==> config.mk <==
export PLATFORM = sky130hd
export DESIGN_NAME = uart_tx_framer
export DESIGN_NICKNAME = d
export VERILOG_FILES = /design/src/rtl/uart_tx_framer_pkg.sv /design/src/rtl/uart_baud_gen.sv /design/src/rtl/uart_tx_framer.sv
export SDC_FILE = /design/constraint.sdc
export NUM_CORES = 1
export LEC_CHECK = 0
export BUFFER_PORTS_ARGS = -buffer_cell sky130_fd_sc_hd__buf_2
export CORE_MARGIN = 2
export CORE_UTILIZATION = 26
export DETAILED_ROUTE_END_ITERATION = 10
export PLACE_DENSITY_LB_ADDON = 0.3
export SYNTH_ARGS = -nofsm -noshare
export SYNTH_HDL_FRONTEND = slang
export SYNTH_SLANG_ARGS = --single-unit
==> constraint.sdc <==
create_clock -name clk_i -period 2.2 [get_ports clk_i]
set_input_delay 0.33 -clock clk_i [delete_from_list [all_inputs] [get_ports clk_i]]
set_output_delay 0.33 -clock clk_i [all_outputs]
set_load 0.005 [all_outputs]
==> src/rtl/uart_tx_framer_pkg.sv <==
// rtl/uart_tx_framer_pkg.sv - shared UART constants, TX state encoding and parity helper
//
// Purpose: constants and types shared by the UART transmit path and its baud generator.
// Ports: none (package).
package uart_tx_framer_pkg;

  localparam int UART_DATA_LENGTH = 8;

  localparam int UART_PARITY_NONE = 0;
  localparam int UART_PARITY_EVEN = 1;
  localparam int UART_PARITY_ODD  = 2;

  typedef enum logic [2:0] {
    ST_IDLE,
    ST_START,
    ST_DATA,
    ST_PARITY,
    ST_STOP
  } uart_tx_state_e;

  // data_xor is the XOR-reduction of the data bits; odd parity inverts it so
  // that data plus parity carries an odd number of ones.
  function automatic logic uart_parity_bit(input logic data_xor, input int mode);
    return (mode == UART_PARITY_ODD) ? ~data_xor : data_xor;
  endfunction

endpackage

==> src/rtl/uart_baud_gen.sv <==
// rtl/uart_baud_gen.sv - bit-period counter with synchronous restart
//
// Purpose: counts CLKS_PER_BIT clock cycles per bit and flags the last cycle.
// Ports:
//   clk_i      system clock
//   rstn_i     asynchronous active-low reset
//   restart_i  synchronous restart, holds the counter at zero
//   bit_end_o  high on the final cycle of each bit period
module uart_baud_gen #(
  parameter int CLKS_PER_BIT = 16
) (
  input  logic clk_i,
  input  logic rstn_i,
  input  logic restart_i,
  output logic bit_end_o
);

  localparam int CNT_W = (CLKS_PER_BIT > 1) ? $clog2(CLKS_PER_BIT) : 1;
  localparam logic [CNT_W-1:0] CNT_MAX = CNT_W'(CLKS_PER_BIT - 1);

  logic [CNT_W-1:0] cnt_q;

  always_ff @(posedge clk_i or negedge rstn_i) begin
    if (!rstn_i) begin
      cnt_q <= '0;
    end else if (restart_i || (cnt_q == CNT_MAX)) begin
      cnt_q <= '0;
    end else begin
      cnt_q <= cnt_q + CNT_W'(1);
    end
  end

  assign bit_end_o = (cnt_q == CNT_MAX);

endmodule

==> src/rtl/uart_tx_framer.sv <==
// rtl/uart_tx_framer.sv - UART transmitter: start, data LSB first, optional parity, stop bits
//
// Purpose: serialises one parallel word per handshake onto an idle-high TX line.
// Ports:
//   clk_i      system clock
//   rstn_i     asynchronous active-low reset
//   tx_i       word to send
//   tx_i_v     tx_i valid
//   tx_i_rdy   word can be accepted (IDLE only)
//   tx_o       registered serial line, idle high
//   tx_o_v     frame in progress
//   tx_done_o  one-cycle pulse on the last stop-bit cycle
module uart_tx_framer
  import uart_tx_framer_pkg::*;
#(
  parameter int CLK_FREQ   = 12000000,
  parameter int BAUD       = 9600,
  parameter int DATA_WIDTH = UART_DATA_LENGTH,
  parameter int PARITY     = UART_PARITY_NONE,
  parameter int STOP_BITS  = 1
) (
  input  logic                  clk_i,
  input  logic                  rstn_i,
  input  logic [DATA_WIDTH-1:0] tx_i,
  input  logic                  tx_i_v,
  output logic                  tx_i_rdy,
  output logic                  tx_o,
  output logic                  tx_o_v,
  output logic                  tx_done_o
);

  localparam int CLKS_PER_BIT = CLK_FREQ / BAUD;
  localparam int IDX_W        = $clog2(DATA_WIDTH + 1);
  localparam logic [IDX_W-1:0] LAST_IDX = IDX_W'(DATA_WIDTH - 1);

  uart_tx_state_e        state_q, state_d;
  logic [DATA_WIDTH-1:0] shift_q, shift_d;
  logic                  parity_q, parity_d;
  logic [IDX_W-1:0]      bit_idx_q, bit_idx_d;
  logic                  stop_idx_q, stop_idx_d;
  logic                  tx_q, tx_d;
  logic                  restart;
  logic                  bit_end;

  uart_baud_gen #(
    .CLKS_PER_BIT(CLKS_PER_BIT)
  ) u_baud_gen (
    .clk_i    (clk_i),
    .rstn_i   (rstn_i),
    .restart_i(restart),
    .bit_end_o(bit_end)
  );

  always_ff @(posedge clk_i or negedge rstn_i) begin
    if (!rstn_i) begin
      state_q    <= ST_IDLE;
      shift_q    <= '0;
      parity_q   <= 1'b0;
      bit_idx_q  <= '0;
      stop_idx_q <= 1'b0;
      tx_q       <= 1'b1;
    end else begin
      state_q    <= state_d;
      shift_q    <= shift_d;
      parity_q   <= parity_d;
      bit_idx_q  <= bit_idx_d;
      stop_idx_q <= stop_idx_d;
      tx_q       <= tx_d;
    end
  end

  // tx_d is the line value for the next cycle, so each transition loads the
  // first value of the bit being entered.
  always_comb begin
    state_d    = state_q;
    shift_d    = shift_q;
    parity_d   = parity_q;
    bit_idx_d  = bit_idx_q;
    stop_idx_d = stop_idx_q;
    tx_d       = tx_q;
    restart    = 1'b0;
    tx_done_o  = 1'b0;

    case (state_q)
      ST_IDLE: begin
        // Holding the baud counter in restart aligns bit periods to the accept edge.
        restart = 1'b1;
        tx_d    = 1'b1;
        if (tx_i_v) begin
          shift_d    = tx_i;
          parity_d   = uart_parity_bit(^tx_i, PARITY);
          bit_idx_d  = '0;
          stop_idx_d = 1'b0;
          tx_d       = 1'b0;
          state_d    = ST_START;
        end
      end
      ST_START: begin
        if (bit_end) begin
          tx_d    = shift_q[0];
          state_d = ST_DATA;
        end
      end
      ST_DATA: begin
        if (bit_end) begin
          if (bit_idx_q == LAST_IDX) begin
            if (PARITY != UART_PARITY_NONE) begin
              tx_d    = parity_q;
              state_d = ST_PARITY;
            end else begin
              tx_d    = 1'b1;
              state_d = ST_STOP;
            end
          end else begin
            shift_d   = shift_q >> 1;
            bit_idx_d = bit_idx_q + IDX_W'(1);
            tx_d      = shift_q[1];
          end
        end
      end
      ST_PARITY: begin
        if (bit_end) begin
          tx_d    = 1'b1;
          state_d = ST_STOP;
        end
      end
      ST_STOP: begin
        if (bit_end) begin
          if (stop_idx_q == 1'(STOP_BITS - 1)) begin
            tx_done_o = 1'b1;
            state_d   = ST_IDLE;
          end else begin
            stop_idx_d = 1'b1;
          end
        end
      end
      default: begin
        tx_d    = 1'b1;
        state_d = ST_IDLE;
      end
    endcase
  end

  assign tx_i_rdy = (state_q == ST_IDLE);
  assign tx_o_v   = (state_q != ST_IDLE);
  assign tx_o     = tx_q;

endmodule
== Word level (Yosys, flattened, before mapping) ==
Cells that the tools add are included.

* Flip-flop bits (word level): 28
* Word-level logic and storage cells: 63
* Output and inout port bits: 4

* Muxes and demuxes: 31
* Reductions and logical operators: 9
* Bitwise logic cells: 1
* Add/sub/neg operators: 2
* Eq/ne operators: 14

{| class="wikitable"
|+ Operators by type and width
! kind !! count
|-
| $mux 8 || 3
|-
| $mux 3 || 7
|-
| $ne 2x2->1 const B || 8
|-
| $pmux 8 s2 || 1
|-
| $pmux 3 s5 || 1
|-
| $mux 1 || 12
|-
| $mux 4 || 3
|-
| $add 11x1->11 const B || 1
|-
| $eq 11x11->1 const B || 1
|-
| $mux 11 || 1
|-
| $pmux 4 s2 || 1
|-
| $reduce_and 4->1 || 2
|-
| $reduce_and 7->1 || 1
|-
| $eq 3x2->1 const B || 2
|-
| $pmux 1 s5 || 1
|-
| $add 4x1->4 const B || 1
|-
| $eq 4x3->1 const B || 1
|-
| $reduce_bool 2->1 || 2
|-
| $eq 3x1->1 const B || 1
|-
| $eq 3x3->1 const B || 1
|-
| $logic_not 3->1 || 1
|-
| $reduce_and 3->1 || 1
|-
| $reduce_bool 3->1 || 1
|-
| $pmux 1 s2 || 1
|-
| other kinds (2) || 2
|}

== Depth between registers and ports, before layout ==
* Word-level depth: 4
* Depth in mapped cells: 8
* Depth with buffers taken out: 6

== By module ==
Synthesis repeated with hierarchy kept, for this count alone.

* Cell total of the unflattened synthesis: 138
* Area, all modules: 1,542.7 µm²

{| class="wikitable"
|+ By module, submodules not included
! module !! area each (µm²) !! cells each !! times used
|-
| uart_tx_framer || 968.4 || 82 || 1
|-
| uart_baud_gen || 574.3 || 56 || 1
|}

== Least setup slack after synthesis ==
Ideal clock, no wire load.

* Kind: register to register
* Start point: register u_baud_gen.cnt_q[1]
* End point: register bit_idx_q[3]
* Slack: 627 ps
* Stages on the path, launching flop included: 7
* Data arrival time: 1,505 ps
* Buffers on the path: 0
* Setup time: 69 ps
* Data required time: 2,131 ps
* Path through: dfrtp_1 > inv_1 > ha_1 > and4bb_2 > nand3_4 > or4_1 > nand3_1

* Cells in the longest elaborated chain, start to end: 3

{| class="wikitable"
|+ RTL lines
! element !! line !! source
|-
| start, declared || uart_baud_gen.sv:21 || <nowiki>logic [CNT_W-1:0] cnt_q;</nowiki>
|-
| start signal, assigned || uart_baud_gen.sv:29 || <nowiki>cnt_q <= cnt_q + CNT_W'(1);</nowiki>
|-
| $eq 11x11->1 || uart_baud_gen.sv:33 || <nowiki>assign bit_end_o = (cnt_q == CNT_MAX);</nowiki>
|-
| $ne 2x2->1 (no line) || -- ||
|-
| $reduce_and 4->1 (no line) || -- ||
|-
| end signal, assigned || uart_tx_framer.sv:66 || <nowiki>bit_idx_q <= bit_idx_d;</nowiki>
|-
| end, declared || uart_tx_framer.sv:39 || <nowiki>logic [IDX_W-1:0] bit_idx_q, bit_idx_d;</nowiki>
|}

No other way between the ends.
A chain may end at the register's enable or synchronous reset.

== Final worst setup path ==
* Start point: register u_baud_gen.cnt_q[1]
* End point: output tx_done_o

* Cells in the longest elaborated chain, start to end: 3

{| class="wikitable"
|+ RTL lines
! element !! line !! source
|-
| $eq 11x11->1 || uart_baud_gen.sv:33 ||
|-
| $mux 1 || uart_tx_framer.sv:128 || <nowiki>if (bit_end) begin</nowiki>
|-
| $mux 1 || uart_tx_framer.sv:84 || <nowiki>case (state_q)</nowiki>
|-
| end, declared || uart_tx_framer.sv:29 || <nowiki>output logic tx_done_o</nowiki>
|}

No other way between the ends.

==> impl_metrics.ini <==
[worst_setup_path]
cp.required_ns = 1.87
critPathSlowestCell = dfrtp_1
slowest_delay_ns = 0.42
worstSetupStartpointType = register
cp.arrival_ns = 1.63
end_kind = output port
cp_max_fo = 13
critical_path.cell_chain = inv_1 > ha_1 > and4bb_2 > nand3_4 > nor2_1 > buf_2
crit_type = reg2out
r2r_setup_slack_ns = 0.42

[sta]
slew_headroom_pct = 60.1
skew_ns = 0.00299
fin_crit_ns = 1.96
fin_setup_tns_ns = 0
hold_viol = 0
slew_viol_final = 0
fmax_mhz = 511
rsz0062_at_grt = no
setup_viol = 0
tightest_slew_ns = 0.599
finalCritPeriodShare_pct = 88.9

[place]
io_buffers = 14
place_congestion = 0.719
hpwl_um = 2010

[global_route]
antenna_found_initial = 0
first_global_vias = 1049
grt_max_degree = 28
grt_pass1_wl_um = 4930
gr-total-overflow = 0
grt.total_usage_pct = 10.0

[yosys]
synthArstFlopShare_pct = 100
syn_avg_cell_area_sq_um = 10.5
ys_ff_latch = 27
synth_warnings = 0
syn_inst = 139
synth_edf_count = 0
seq_area_frac_synth_pct = 46.3
synth_nets = 153
synth.distinct_cells = 42
synth-main-ff-cell = dfrtp_1
syn_area_sq_mm = 0.00146

[run_status]
status = finished clean

[pwr]
leakagePower_nw = 0.688
finalPower_mw = 1.16
pwr_density_cell_mw_per_mm2 = 717
ir_worst_vdd_v = 0.000288

[final_layout]
multi_input_area_sq_um = 718
antenna_cells = 0
seqCellArea_sq_um = 677
drive_gt1_share_pct = 19.9
fillCellCount = 576
area_growth_pct = 10.7
nets = 166

[clock_tree]
clockBufferDepth = 2
cts.clk_slew.worst_paths_ns = 0.09
postCtsSetupRepairBufs = 0
htree_levels = 1
cts.root.buffer_cell = clkbuf_8
clock_latency_ns = 0.27
cts_tree = done
clock_sinks = 27
cts_hold_buffers = 0
numCtsBuffers = 3
cts_resized = 0

[run]
max_cap_violations = 0

[floorplanning]
die-area_sq_mm = 0.00624
ios = 15
die_w_um = 79.0
initial_core_util_pct = 26.7
die_height_um = 79.0
coreArea_sq_mm = 0.00547
fp-row-count = 27

[detailed_routing]
drt_iter0_drc = 33
ant_nets = 0
viasPerCell = 4.82
wl_um = 2760
vias = 1074
routedWlPerCell_um = 12.4
drcViolationCount = 0
dr.pass1.iters = 4

[worst_hold_path]
holdCritPathClass = in2async
final timing paths:
| check | start | endpoint | depth (start not counted) |
|---|---|---|---|
| min in group clk_i | tx_i[7] | shift_q[7] | 2 |
| max | u_baud_gen.cnt_q[1] | tx_done_o | 6 |
| min | rstn_i | bit_idx_q[3] | 1 |
| max reg2reg | u_baud_gen.cnt_q[1] | state_q[2] | 6 |
| max in group asynchronous | rstn_i | state_q[1] | 1 |
| min reg2reg | shift_q[7] | shift_q[7] | 1 |
where the power goes:
group	internal, mW	switching (mW)
Sequential	0.587	0.0834
Clock	0.130	0.152
Combinational	0.117	0.0931
kinds of logic after synthesis:
family,share of synthesized area (%)
simple gates,25.1
buf+inv,4.62
xor+xnor,5.39
flops,46.3
fa+ha+maj,2.57
compound gates,16.1
per-layer routing:
metal | vias up | track usage, % | wire length (um) | share of wire (%)
li1 | 538 | - | - | -
met1 | 520 | 13.6 | 1370 | 50
met2 | 12 | 15.3 | 1270 | 46
met3 | 4 | 1.70 | 59 | 2.1
met4 | 0 | 5.17 | 60 | 2.2
met5 | - | 0 | 0 | 0
layout by cell type, fill, tap and decap left out, types with 3 or more instances in the layout:
| cell type | n |
|---|---|
| dfrtp_1 | 26 |
| nor2_1 | 17 |
| buf_2 | 14 |
| nand2_1 | 7 |
| o22ai_1 | 7 |
| a2bb2oi_1 | 7 |
| nand3_1 | 6 |
| xor2_1 | 5 |
| nor3_1 | 5 |
| a21oi_1 | 5 |
| xnor2_1 | 4 |
| o21ai_0 | 4 |
| inv_1 | 3 |
| nand4_1 | 3 |
| nand2b_1 | 3 |
| ha_1 | 3 |
| clkbuf_8 | 3 |
critical path: cells and delay by family, from the launching register on:
family | cells | cell delay (ns)
flops | 1 | 0.42
simple gates | 3 | 0.62
fa+ha+maj | 1 | 0.14
buf+inv | 2 | 0.19
stage by stage:
stage          utilization (%)  instances  area [sq um]  worst slack, ns  hold slack, ns
2_1_floorplan                -        139          1460            0.627          0.0344
3_3_place_gp              28.8        219          1570            0.430           0.387
3_5_place_dp              28.8        219          1570            0.430           0.383
4_1_cts                   29.6        223          1620            0.221          0.0791
5_1_grt                   29.6        223          1620            0.145          0.0984
6_report                  29.6        223          1620            0.244          0.0519
cell type report:
| class | count | area share [%] |
|---|---|---|
| Clock buffer | 4 | 2.78 |
| Inverter | 3 | 0.696 |
| Multi-Input combinational cell | 102 | 44.4 |
| Sequential cell | 27 | 41.8 |
| Tap cell | 72 | 5.56 |
| Timing Repair Buffer | 15 | 4.79 |
registers in the layout, summed over array words and instances, names as in the netlist:
register / count
bit_idx_q: 4
shift_q: 8
state_q: 3
tx_o: 1
u_baud_gen.cnt_q: 11
Yosys cell counts, drive strengths merged (3+ instances only):
| master | number | share of area (%) |
|---|---|---|
| xnor2 | 4 | 2.4 |
| dfrtp | 26 | 44 |
| a21oi | 6 | 2.3 |
| a2bb2oi | 7 | 4.2 |
| nand3 | 7 | 3.3 |
| inv | 3 | 0.77 |
| nand4 | 3 | 1.3 |
| ha | 3 | 2.6 |
| nor2 | 17 | 4.4 |
| nand2 | 7 | 1.8 |
| nand2b | 3 | 1.3 |
| o21ai | 4 | 1.4 |
| buf | 5 | 2.0 |
| o22ai | 7 | 3.0 |
| xor2 | 5 | 3.0 |
| nor3 | 5 | 1.7 |
No activity file was read; power rests on OpenSTA's default activity.
